[src/rtl/seg_scan_ctrl.sv]
// seg_scan_ctrl
//   Bus-mapped scan controller for an 8-digit, active-low 7-segment display.
//   Holds a DATA register (one hex nibble per digit) and a CTRL register
//   (blank mask, DP mask, enable). Digit selects are time-multiplexed with a
//   programmable slot time and an anti-ghosting dead time. All display outputs
//   are registered.
//
// Parameters
//   SCAN_DIV   clk cycles per digit slot (ON + DEAD), >= 2
//   DEAD_CYC   cycles per slot with all digits off, 0 <= DEAD_CYC < SCAN_DIV
//   ADDR_BASE  addr[11:0] of DATA; CTRL sits at ADDR_BASE + 4
//
// Ports
//   clk         clock
//   rst         asynchronous active-high reset
//   addr[31:0]  bus address (only [11:0] decoded)
//   wen         single-cycle write strobe
//   wdata[31:0] write data
//   rdata[31:0] combinational readback (DATA, CTRL, else 0)
//   dig_en[7:0] digit selects, active-low, at most one bit low
//   seg[7:0]    {A,B,C,D,E,F,G,DP}, active-low
//   frame_done  one-cycle pulse when the digit-7 slot ends
module seg_scan_ctrl #(
  parameter int          SCAN_DIV  = 50000,
  parameter int          DEAD_CYC  = 64,
  parameter logic [11:0] ADDR_BASE = 12'h000
) (
  input  logic        clk,
  input  logic        rst,
  input  logic [31:0] addr,
  input  logic        wen,
  input  logic [31:0] wdata,
  output logic [31:0] rdata,
  output logic [7:0]  dig_en,
  output logic [7:0]  seg,
  output logic        frame_done
);

  localparam int          CW        = $clog2(SCAN_DIV);
  localparam logic [CW-1:0] ON_LAST   = CW'(SCAN_DIV - DEAD_CYC - 1);
  localparam logic [CW-1:0] DEAD_LAST = CW'((DEAD_CYC > 0) ? (DEAD_CYC - 1) : 0);
  localparam logic [CW-1:0] CNT_ONE   = CW'(1);
  localparam logic [11:0] ADDR_CTRL = ADDR_BASE + 12'd4;

  typedef enum logic [1:0] {
    ST_IDLE = 2'd0,
    ST_ON   = 2'd1,
    ST_DEAD = 2'd2
  } state_t;

  // Hex digit to active-low {A..G,DP} pattern, DP off.
  function automatic logic [7:0] hex7(input logic [3:0] nib);
    logic [7:0] pat;
    case (nib)
      4'h0:    pat = 8'h03;
      4'h1:    pat = 8'h9F;
      4'h2:    pat = 8'h25;
      4'h3:    pat = 8'h0D;
      4'h4:    pat = 8'h99;
      4'h5:    pat = 8'h49;
      4'h6:    pat = 8'h41;
      4'h7:    pat = 8'h1F;
      4'h8:    pat = 8'h01;
      4'h9:    pat = 8'h09;
      4'hA:    pat = 8'h11;
      4'hB:    pat = 8'hC1;
      4'hC:    pat = 8'h63;
      4'hD:    pat = 8'h85;
      4'hE:    pat = 8'h61;
      4'hF:    pat = 8'h71;
      default: pat = 8'hFF;
    endcase
    return pat;
  endfunction

  // Digit select for a slot entry; a blanked digit keeps every select off.
  function automatic logic [7:0] entry_dig(input logic [2:0] idx, input logic [7:0] blank);
    logic [7:0] one_hot;
    one_hot = 8'd1 << idx;
    if (blank[idx]) begin
      return 8'hFF;
    end else begin
      return ~one_hot;
    end
  endfunction

  // Segment pattern for a slot entry, with DP lit when its mask bit is set.
  function automatic logic [7:0] entry_seg(input logic [2:0] idx, input logic [31:0] data,
                                           input logic [7:0] dp);
    logic [3:0] nib;
    nib = data[{idx, 2'b00} +: 4];
    return hex7(nib) & {7'h7F, ~dp[idx]};
  endfunction

  logic [31:0]   r_data;
  logic [16:0]   r_ctrl;
  state_t        r_state;
  logic [2:0]    r_idx;
  logic [CW-1:0] r_cnt;
  logic [7:0]    r_dig_en;
  logic [7:0]    r_seg;
  logic          r_frame_done;

  state_t        w_state_nxt;
  logic [2:0]    w_idx_nxt;
  logic [CW-1:0] w_cnt_nxt;
  logic [7:0]    w_dig_nxt;
  logic [7:0]    w_seg_nxt;
  logic          w_fd_nxt;

  logic          w_dec_data;
  logic          w_dec_ctrl;
  logic          w_enable;
  logic [2:0]    w_idx_inc;
  logic [7:0]    w_blank;
  logic [7:0]    w_dp;
  logic          w_unused_addr;

  assign w_dec_data    = (addr[11:0] == ADDR_BASE);
  assign w_dec_ctrl    = (addr[11:0] == ADDR_CTRL);
  assign w_enable      = r_ctrl[16];
  assign w_blank       = r_ctrl[7:0];
  assign w_dp          = r_ctrl[15:8];
  assign w_idx_inc     = r_idx + 3'd1;
  assign w_unused_addr = ^addr[31:12];

  // Bus register writes.
  always_ff @(posedge clk or posedge rst) begin
    if (rst) begin
      r_data <= 32'h0000_0000;
      r_ctrl <= 17'h1_0000;
    end else if (wen) begin
      if (w_dec_data) begin
        r_data <= wdata;
      end else if (w_dec_ctrl) begin
        r_ctrl <= wdata[16:0];
      end else begin
        r_data <= r_data;
      end
    end else begin
      r_data <= r_data;
    end
  end

  // Combinational readback mux.
  always_comb begin
    rdata = 32'h0000_0000;
    if (w_dec_data) begin
      rdata = r_data;
    end else if (w_dec_ctrl) begin
      rdata = {15'h0000, r_ctrl};
    end else begin
      rdata = 32'h0000_0000;
    end
  end

  // Scan state, slot counter and registered display outputs.
  always_ff @(posedge clk or posedge rst) begin
    if (rst) begin
      r_state      <= ST_IDLE;
      r_idx        <= 3'd0;
      r_cnt        <= '0;
      r_dig_en     <= 8'hFF;
      r_seg        <= 8'hFF;
      r_frame_done <= 1'b0;
    end else begin
      r_state      <= w_state_nxt;
      r_idx        <= w_idx_nxt;
      r_cnt        <= w_cnt_nxt;
      r_dig_en     <= w_dig_nxt;
      r_seg        <= w_seg_nxt;
      r_frame_done <= w_fd_nxt;
    end
  end

  // Next-state logic. Outputs for a new slot are loaded on the entry edge
  // from the current register contents so the whole slot shows one frozen
  // pattern. Disable has priority over slot completion and never pulses
  // frame_done.
  always_comb begin
    w_state_nxt = r_state;
    w_idx_nxt   = r_idx;
    w_cnt_nxt   = r_cnt + CNT_ONE;
    w_dig_nxt   = r_dig_en;
    w_seg_nxt   = r_seg;
    w_fd_nxt    = 1'b0;
    case (r_state)
      ST_IDLE: begin
        w_idx_nxt = 3'd0;
        w_cnt_nxt = '0;
        if (w_enable) begin
          w_state_nxt = ST_ON;
          w_dig_nxt   = entry_dig(3'd0, w_blank);
          w_seg_nxt   = entry_seg(3'd0, r_data, w_dp);
        end else begin
          w_state_nxt = ST_IDLE;
          w_dig_nxt   = 8'hFF;
          w_seg_nxt   = 8'hFF;
        end
      end
      ST_ON: begin
        if (!w_enable) begin
          w_state_nxt = ST_IDLE;
          w_idx_nxt   = 3'd0;
          w_cnt_nxt   = '0;
          w_dig_nxt   = 8'hFF;
          w_seg_nxt   = 8'hFF;
        end else if (r_cnt == ON_LAST) begin
          w_cnt_nxt = '0;
          if (DEAD_CYC == 0) begin
            // No dead time: the slot ends here and the next digit starts.
            w_state_nxt = ST_ON;
            w_idx_nxt   = w_idx_inc;
            w_dig_nxt   = entry_dig(w_idx_inc, w_blank);
            w_seg_nxt   = entry_seg(w_idx_inc, r_data, w_dp);
            w_fd_nxt    = (r_idx == 3'd7);
          end else begin
            w_state_nxt = ST_DEAD;
            w_dig_nxt   = 8'hFF;
          end
        end else begin
          w_state_nxt = ST_ON;
        end
      end
      ST_DEAD: begin
        if (!w_enable) begin
          w_state_nxt = ST_IDLE;
          w_idx_nxt   = 3'd0;
          w_cnt_nxt   = '0;
          w_dig_nxt   = 8'hFF;
          w_seg_nxt   = 8'hFF;
        end else if (r_cnt == DEAD_LAST) begin
          w_state_nxt = ST_ON;
          w_idx_nxt   = w_idx_inc;
          w_cnt_nxt   = '0;
          w_dig_nxt   = entry_dig(w_idx_inc, w_blank);
          w_seg_nxt   = entry_seg(w_idx_inc, r_data, w_dp);
          w_fd_nxt    = (r_idx == 3'd7);
        end else begin
          w_state_nxt = ST_DEAD;
        end
      end
      default: begin
        w_state_nxt = ST_IDLE;
        w_idx_nxt   = 3'd0;
        w_cnt_nxt   = '0;
        w_dig_nxt   = 8'hFF;
        w_seg_nxt   = 8'hFF;
      end
    endcase
  end

  assign dig_en     = r_dig_en;
  assign seg        = r_seg;
  assign frame_done = r_frame_done;

endmodule
[config.mk]
export PLATFORM = sky130hd
export DESIGN_NAME = seg_scan_ctrl
export DESIGN_NICKNAME = d
export VERILOG_FILES = /design/src/rtl/seg_scan_ctrl.sv
export SDC_FILE = /design/constraint.sdc
export NUM_CORES = 1
export LEC_CHECK = 0
export ABC_AREA = 1
export BUFFER_PORTS_ARGS = -buffer_cell sky130_fd_sc_hd__buf_2
export CAP_MARGIN = 20
export CORE_ASPECT_RATIO = 1.2
export CORE_UTILIZATION = 40
export DETAILED_ROUTE_END_ITERATION = 16
export SLEW_MARGIN = 0
export SYNTH_ARGS = -nofsm -noshare
export SYNTH_HDL_FRONTEND = slang
export SYNTH_SLANG_ARGS = --single-unit
export TNS_END_PERCENT = 20
[constraint.sdc]
create_clock -name clk -period 6.1 [get_ports clk]
set_clock_uncertainty 0.1 [all_clocks]
set_input_delay 1.22 -clock clk [delete_from_list [all_inputs] [get_ports clk]]
set_output_delay 1.22 -clock clk [all_outputs]
set_load 0.01 [all_outputs]
After elaboration in Yosys (flattened, before gate mapping)
Memories as Yosys holds them, arrays and structs flattened. Index checks and enable logic that the tools add are counted.

$add $sub $neg: 2. Multipliers: 0. Divide/modulo/power cells: 0. Magnitude comparators: 1. Equality and inequality tests: 9. Shifts and indexed selects: 2. Mux-type cells: 42. Bitwise operators: 6. Reduce and logical (&&, ||, !) cells: 6.

Operators by type and width (number): 8-bit 2-to-1 mux (15); 16-bit 2-to-1 mux (4); 8-bit one-hot mux with 3 select lines (2); 32-bit 2-to-1 mux (1); 16-bit one-hot mux with 2 select lines (1); 32-bit by 6-bit indexed part select with 4-bit output (1); 17-bit 2-to-1 mux (1); 16-bit by 1-bit adder with 16-bit output, second input constant (1); 8-bit AND (2); 16-bit == test, second input constant (1); 16-bit by 6-bit == test with 1-bit output, second input constant (1); 12-bit by 3-bit == test with 1-bit output, second input constant (1); 12-bit logical NOT (1); 3-bit 2-to-1 mux (3); 2-bit 2-to-1 mux (4); 8-bit NOT (1); 1-bit by 3-bit left shift with 8-bit output, first input constant (1); 1-bit 2-to-1 mux (7); 1-bit binary-select mux with 3-bit select (2); 3-bit != test, second input constant (2); 2-bit one-hot mux with 3 select lines (1); 3-bit one-hot mux with 2 select lines (1); 2-bit AND reduction (3); 3-bit by 4-bit less-than comparator with 1-bit output, second input constant (1); 8 further kinds (10).

Register bits after elaboration: 87. Bits in latches: 0. RAM bits: 0. Memory bits (read-only): 224. Bits of input ports: 67. Output and inout port bits: 49. Word-level logic and storage cells: 78. Memories kept: 2.

Memory list: (name not given) (words 16, width 7, read ports 1, clocked after Yosys merged registers in 0, write ports 0, RTL line 54) `case (nib)`; (name not given) (words 16, width 7, read ports 1, clocked after Yosys merged registers in 0, write ports 0, RTL line 54).

Longest topological paths before layout
Gate-level depths: netlist (run 1). An unclocked memory read counts as a cell.

Depth in word-level cells: 10. Depth in mapped cells: 16. Gate-level depth less buffers: 14.

Worst setup path after synthesis (run 1)
Ideal clock, no wire load.

Path kind: input to output. Start: input port addr[5]. End: output port rdata[10]. Data arrival time: 2260 ps. Required time: 4780 ps. Setup slack: 2520 ps. Stages on the path: 6. Path buffers: 2. Cell sequence: nor4_1 -> and2_1 -> buf_4 -> nand2_1 -> clkbuf_1 -> o21ai_0.

Word-level cells in the longest chain between the ends: 3. Elaborated cells between the ends (all ways): 4. Those cells by class: eq/ne (1); mux (2); reduce/logical (1).

Ends and longest elaborated chain: from (decl) (RTL line 30) `input logic [31:0] addr,`; 12-bit by 3-bit == test with 1-bit output (RTL line 120) `assign w_dec_ctrl = (addr[11:0] == ADDR_CTRL);`; 17-bit 2-to-1 mux (RTL line 150) `end else if (w_dec_ctrl) begin`; 32-bit 2-to-1 mux * (RTL line 148) `if (w_dec_data) begin`; to (decl) (RTL line 33) `output logic [31:0] rdata,`.

Mark *: on every way between the ends. The rest lies on a longest branch, timed or not.

Final worst setup path (run 1)
Start: input port addr[9]. End: output port rdata[3].

Same word-level chain as after synthesis.

==> flow_metrics.py, run 1 <==
metrics = {
    "run_status": {
        "status": "complete, no violations",
    },
    "placement": {
        "port_buffers": 95,
        "gp_congestion": 0.860,
        "post-place-ws_ps": 1840,
        "place_inst": 928,
        "hpwl_um": 9640,
    },
    "floorplanning": {
        "coreArea_um2": 12700,
        "die_h_um": 127,
        "initial_utilization": 0.412,
        "die_area_um2": 13500,
        "fp.dieW_um": 106,
        "pin_count": 116,
        "rows": 45,
    },
    "detailed_routing": {
        "drtIter0Drc": 220,
        "vias": 4807,
        "routed_wl_um": 13200,
        "highest_layer": "met4",
        "route.met3.wl_um": 614,
        "wl_met1_um": 5940,
        "ant_nets": 0,
        "dr.pass1.iters": 5,
        "wl_per_cell_um": 13.9,
        "vias_per_cell": 5.09,
        "dr_wl_met2_um": 6290,
        "drc": 0,
    },
    "timing": {
        "timing.hold.ws_ps": 357,
        "fin_tns_setup_ps": 0,
        "relSlewSlack": 0.570,
        "fin_crit_ps": 4280,
        "slew_viol_final": 0,
        "setup_viol": 0,
        "finalHoldViolations": 0,
        "min_period_over_period": 0.702,
        "fin_ws_ps": 1820,
        "rsz0062_at_grt": "false",
        "worst-slew-pin-transition_ps": 645,
        "fmax_ghz": 0.233,
    },
    "power": {
        "seqPwrFrac": 0.495,
        "peakVddDrop_mv": 0.0942,
        "switching_share": 0.213,
        "power.leakage_nw": 2.92,
        "clkPwrFrac": 0.470,
        "power_density_nw_per_um2": 193,
        "pwr-share-comb": 0.035,
        "switching_power_mw": 0.250,
        "internal_power_mw": 0.923,
    },
    "yosys": {
        "syn_area_um2": 5220,
        "synthCells": 694,
        "avgSynthCellArea_um2": 7.53,
        "ys_seq_area_frac": 0.421,
        "synth_nets": 784,
        "synth_top_area_frac": 0.335,
        "ys_ff_latch": 87,
        "synth_top_area_cell": "dfrtp_1",
        "ys.flop_type": "dfrtp_1",
        "yosys-top-cells-area": "dfrtp_1 34%, nand2_1 10%, dfstp_2 8.6%",
        "async_flop_share": 1.00,
        "yosys_warnings": 0,
        "synth-edff-count": 0,
        "synth_cell_types": 41,
    },
    "critical_path": {
        "required_ps": 4780,
        "crit_path_start_kind": "input pin",
        "arrival_ps": 2960,
        "critPathMaxFanout": 23,
        "crit_type": "input pin to output pin",
        "cp-end-kind": "output pin",
    },
    "clocking": {
        "cts_setup_buffers": 0,
        "cts_max_path_buffers": 2,
        "clkLatencyLatePin_ps": 340,
        "ctsResizeCount": 0,
        "cts_buffers": 9,
        "path_clk_slew_ps": 60,
        "root_buffer": "clkbuf_16",
        "cts_sinks": 87,
        "cts_tree": "yes",
        "cts_hold_buf": 0,
        "h-tree-depth": 3,
    },
    "global_routing": {
        "grt_pass1_wl_um": 22100,
        "grt_util_all_layers": 0.205,
        "grt_pass1_vias": 4687,
        "grt_max_degree": 88,
        "grt_overflow": 0,
        "antenna_found_initial": 0,
    },
    "final_layout": {
        "fillCellCount": 1284,
        "fin_util": 0.481,
        "area_growth_pct": 16.6,
        "multi_input_area_um2": 2500,
        "finalNonFillerCells": 945,
        "layout.nets": 866,
        "n_antenna_cell": 0,
        "regArea_um2": 2200,
        "drive_gt1_frac": 0.207,
    },
    "flow_run": {
        "drv_cap": 0,
    },
    "worst_hold_path": {
        "hold_path.class": "flip-flop to flip-flop",
    },
}
[flip-flops by register name, summed over array words and instances (netlist names)]
name	flops
r_ctrl	17
r_cnt	16
seg	8
frame_done	1
r_idx	3
dig_en	8
r_state	2
r_data	32
[cells in the mapped netlist (5+ instances only)]
library cell    n
o22ai_1         8
o211ai_1        5
nor2_1         75
nand3_1        63
a21oi_1        49
nand2_2         7
ha_1           23
o21ai_0        52
nand2_1       142
buf_4           5
inv_1          88
buf_2          11
nor3_1          8
dfstp_2        17
o21ai_1        14
dfrtp_1        70
clkbuf_1       11
[cell usage in the layout (no fill, tap or decap), drive strengths merged, types with 2 or more instances in the layout]
cell type / n
nand2: 150
buf: 102
inv: 91
nor2: 79
dfrtp: 70
nand3: 68
o21ai: 67
a21oi: 49
ha: 23
dfstp: 17
clkbuf: 12
o22ai: 8
nor3: 8
nor4: 7
o211ai: 5
clkinv: 5
nand4: 3
xor2: 3
o31ai: 3
and3: 2
[layout make-up]
type,count,share of cell area
clock buffers,12,0.0405
inverters,93,0.0575
multi-input cells,483,0.410
repair buffers,102,0.0900
flip-flops and latches,87,0.361
clock inverters,4,0.00740
well taps,164,0.0337
[metal layers]
metal / global-route usage / vias up
li1: - / 2412
met1: 0.260 / 2233
met2: 0.342 / 140
met3: 0.0408 / 22
met4: 0.0825 / 0
met5: 0 / -
[worst paths after layout]
check / startpoint / end / slack, ps / cells past startpoint
min in group asynchronous: rst / r_ctrl[15] / 780 / 3
setup reg to reg: r_idx[0] / seg[7] / 3050 / 14
max in group asynchronous: rst / seg[1] / 4470 / 4
hold / removal: r_cnt[0] / r_cnt[0] / 360 / 1
setup / recovery: addr[9] / rdata[3] / 1820 / 8
hold reg to reg: r_cnt[0] / r_cnt[0] / 360 / 1
[power groups by stage]
stage	Clock, mW	Sequential (mW)	Combinational, mW
CTS	0.564	0.580	0.0402
global placement	0	0.591	0.0392
detailed placement	0	0.591	0.0400
global route	0.592	0.580	0.0473
floorplan	0	0.590	0.0173
finish	0.552	0.580	0.0410
[critical path, stage by stage]
cell	delay [ps]
buf_2	90
nor4_1	260
and2_1	160
buf_4	210
nand2_1	240
buf_4	310
o21ai_0	270
buf_2	190
[cell families (layout without fill, tap and decap cells)]
kind of cell | count (synthesis) | in the layout | share of synthesized area
xor+xnor | 4 | 4 | 0.00671
compound gates | 137 | 137 | 0.144
buf+inv | 124 | 211 | 0.101
fa+ha+maj | 23 | 23 | 0.0551
flops | 87 | 87 | 0.421
simple gates | 319 | 319 | 0.273
[stage by stage]
| step | total power [mW] | instance area (um^2) |
|---|---|---|
| 3_5_place_dp | 0.631 | 5770 |
| 5_1_grt | 1.22 | 6090 |
| 3_3_place_gp | 0.630 | 5770 |
| 6_report | 1.17 | 6090 |
| 4_1_cts | 1.18 | 6060 |
| 2_1_floorplan | 0.608 | 5220 |
(Power assumes the default switching activity.)
==> run 2, diff against run 1 <==
- clock period: 6.1 -> 3.8 ns (I/O delays scaled with it)
==> run 2 against run 1 <==
Utilization up 0.22 points; cell area is 0.45% higher; critical path depth is 2 lower; sequential share of layout area fell by 0.16 points; combinational power rose by 57%; critical endpoint is now rdata[2]; largest power group unchanged.
==> flow_metrics.py, run 2 (synthesis results as in run 1) <==
metrics = {
    "final_layout": {
        "regArea_um2": 2200,
        "fillCellCount": 1304,
        "layout.nets": 868,
        "largestRegisters": "r_data x32, r_ctrl x17, r_cnt x16",
        "final_common_cell": "nand2_1",
        "layout_common_cells": "142 x nand2_1, 95 x buf_2, 87 x inv_1, 75 x nor2_1, 70 x dfrtp_1",
        "n_antenna_cell": 0,
        "largest_register_ffs": 32,
        "top_register": "r_data",
        "area_growth_pct": 17.1,
        "drive_gt1_frac": 0.209,
        "multi_input_area_um2": 2500,
        "fin_util": 0.483,
    },
    "run_status": {
        "status": "complete, no violations",
    },
    "critical_path": {
        "crit_path_start_kind": "input pin",
        "worstSetupStartpoint": "addr[1]",
        "critPathSlowestCell": "nor4_2",
        "worst_path_most_repeated_cell": "buf_2",
        "critical_path.cell_chain": "buf_2 > nor4_2 > nand2_1 > buf_4 > o21ai_0 > buf_2",
        "slowest_delay_ps": 430,
        "reg2reg_from": "r_idx[0]",
        "required_ps": 2940,
        "r2r-end": "seg[2]",
        "reg2reg_slack_ps": 930,
        "critPathMaxFanout": 25,
        "cp_num_buf_inv": 3,
        "crit_type": "input pin to output pin",
        "worst_path_dominant_cell_family": "simple AND/OR/NAND/NOR gates",
        "arrival_ps": 2350,
        "cp-end-kind": "output pin",
        "rr_worst_depth": 15,
    },
    "timing": {
        "rsz0062_at_grt": "false",
        "fin_crit_ps": 3210,
        "slew_viol_final": 0,
        "relSlewSlack": 0.541,
        "fmax_ghz": 0.311,
        "worst-slew-pin-transition_ps": 689,
        "fin_tns_setup_ps": 0,
        "min_period_over_period": 0.846,
        "setup_viol": 0,
        "finalHoldViolations": 0,
    },
    "clocking": {
        "path_clk_slew_ps": 60,
        "ctsResizeCount": 0,
        "cts_max_path_buffers": 2,
        "h-tree-depth": 3,
        "clkLatencyLatePin_ps": 350,
        "cts_hold_buf": 0,
        "cts_tree": "yes",
        "cts_buffers": 9,
        "cts_sinks": 87,
        "cts_setup_buffers": 0,
        "root_buffer": "clkbuf_16",
    },
    "detailed_routing": {
        "routed_wl_um": 13200,
        "ant_nets": 0,
        "dr.pass1.iters": 4,
        "wl_per_cell_um": 13.9,
        "vias_per_cell": 5.05,
        "vias": 4784,
        "drc": 0,
        "drtIter0Drc": 231,
    },
    "global_routing": {
        "grt_util_all_layers": 0.208,
        "grt_pass1_wl_um": 22300,
        "grt_max_degree": 65,
        "grt_pass1_vias": 4683,
        "antenna_found_initial": 0,
        "grt_overflow": 0,
    },
    "power": {
        "peakVddDrop_mv": 0.203,
        "switching_share": 0.211,
        "switching_power_mw": 0.407,
        "power_density_nw_per_um2": 315,
        "power.leakage_nw": 2.93,
        "clkPwrFrac": 0.483,
        "internal_power_mw": 1.52,
        "seqPwrFrac": 0.484,
        "pwr-share-comb": 0.033,
    },
    "placement": {
        "gp_congestion": 0.859,
        "port_buffers": 95,
        "hpwl_um": 9640,
    },
    "worst_hold_path": {
        "hold_end": "r_cnt[0]",
        "worstHoldStart": "r_cnt[0]",
        "hold_path.class": "flip-flop to flip-flop",
        "worst_hold_path.num_cells": 1,
    },
    "floorplanning": {
        "initial_utilization": 0.412,
        "pin_count": 116,
        "die_h_um": 127,
        "rows": 45,
        "fp.dieW_um": 106,
        "die_area_um2": 13500,
        "coreArea_um2": 12700,
    },
    "flow_run": {
        "drv_cap": 0,
    },
}
-- run 2: power groups by stage --
stage	Combinational [mW]	Clock [mW]	Sequential, mW
finish	0.0642	0.930	0.932
global route	0.0741	0.988	0.931
CTS	0.0667	0.950	0.932
detailed placement	0.0667	0	0.948
global placement	0.0650	0	0.948
floorplan	0.0277	0	0.948
-- run 2: final cells by class --
cell class                      count  share of cell area
Clock buffer                       14              0.0448
Clock inverter                      2             0.00613
Inverter                           93              0.0573
Multi-Input combinational cell    483               0.408
Sequential cell                    87               0.359
Tap cell                          164              0.0335
Timing Repair Buffer              104              0.0908
-- run 2: how the worst max path moves through the flow --
stage	depth (start not counted)	slack, ps	endpoint
floorplan	1	720	frame_done
global placement	6	660	rdata[2]
detailed placement	6	650	rdata[2]
CTS	6	640	rdata[2]
global route	6	470	rdata[3]
finish	6	590	rdata[2]
-- run 2: worst reg2reg max path, stage by stage, from the launching register on --
cell and delay, ps:
dfrtp_1 350, buf_4 310, inv_2 70, ha_1 420, inv_2 240, o211ai_1 130
nand3_1 120, nand2_1 180, inv_1 150, ha_1 180, nand3_1 140, nand2_1 100
nand2_1 50, nand3_1 70, nand2_1 50, a21oi_1 140
-- run 2: stage by stage --
step                      std cells  hold slack, ps  power (mW)  setup WS, ps  instance area [um^2]
after floorplan                 694             324       0.975           718                  5220
after global placement          931             341        1.01           657                  5810
after detailed placement        931             357        1.01           650                  5810
after CTS                       947             366        1.95           644                  6120
after global routing            947             392        1.99           472                  6120
final                           947             360        1.93           587                  6120
-- run 2: routing by layer --
layer / share of wire / global-route usage / routed length, um / vias up
met1: 0.46 / 0.266 / 6090 / 2231
met4: 0.025 / 0.0948 / 332 / 0
met3: 0.035 / 0.0311 / 458 / 20
met2: 0.48 / 0.346 / 6280 / 112
li1: - / - / - / 2421
met5: 0 / 0 / 0 / -
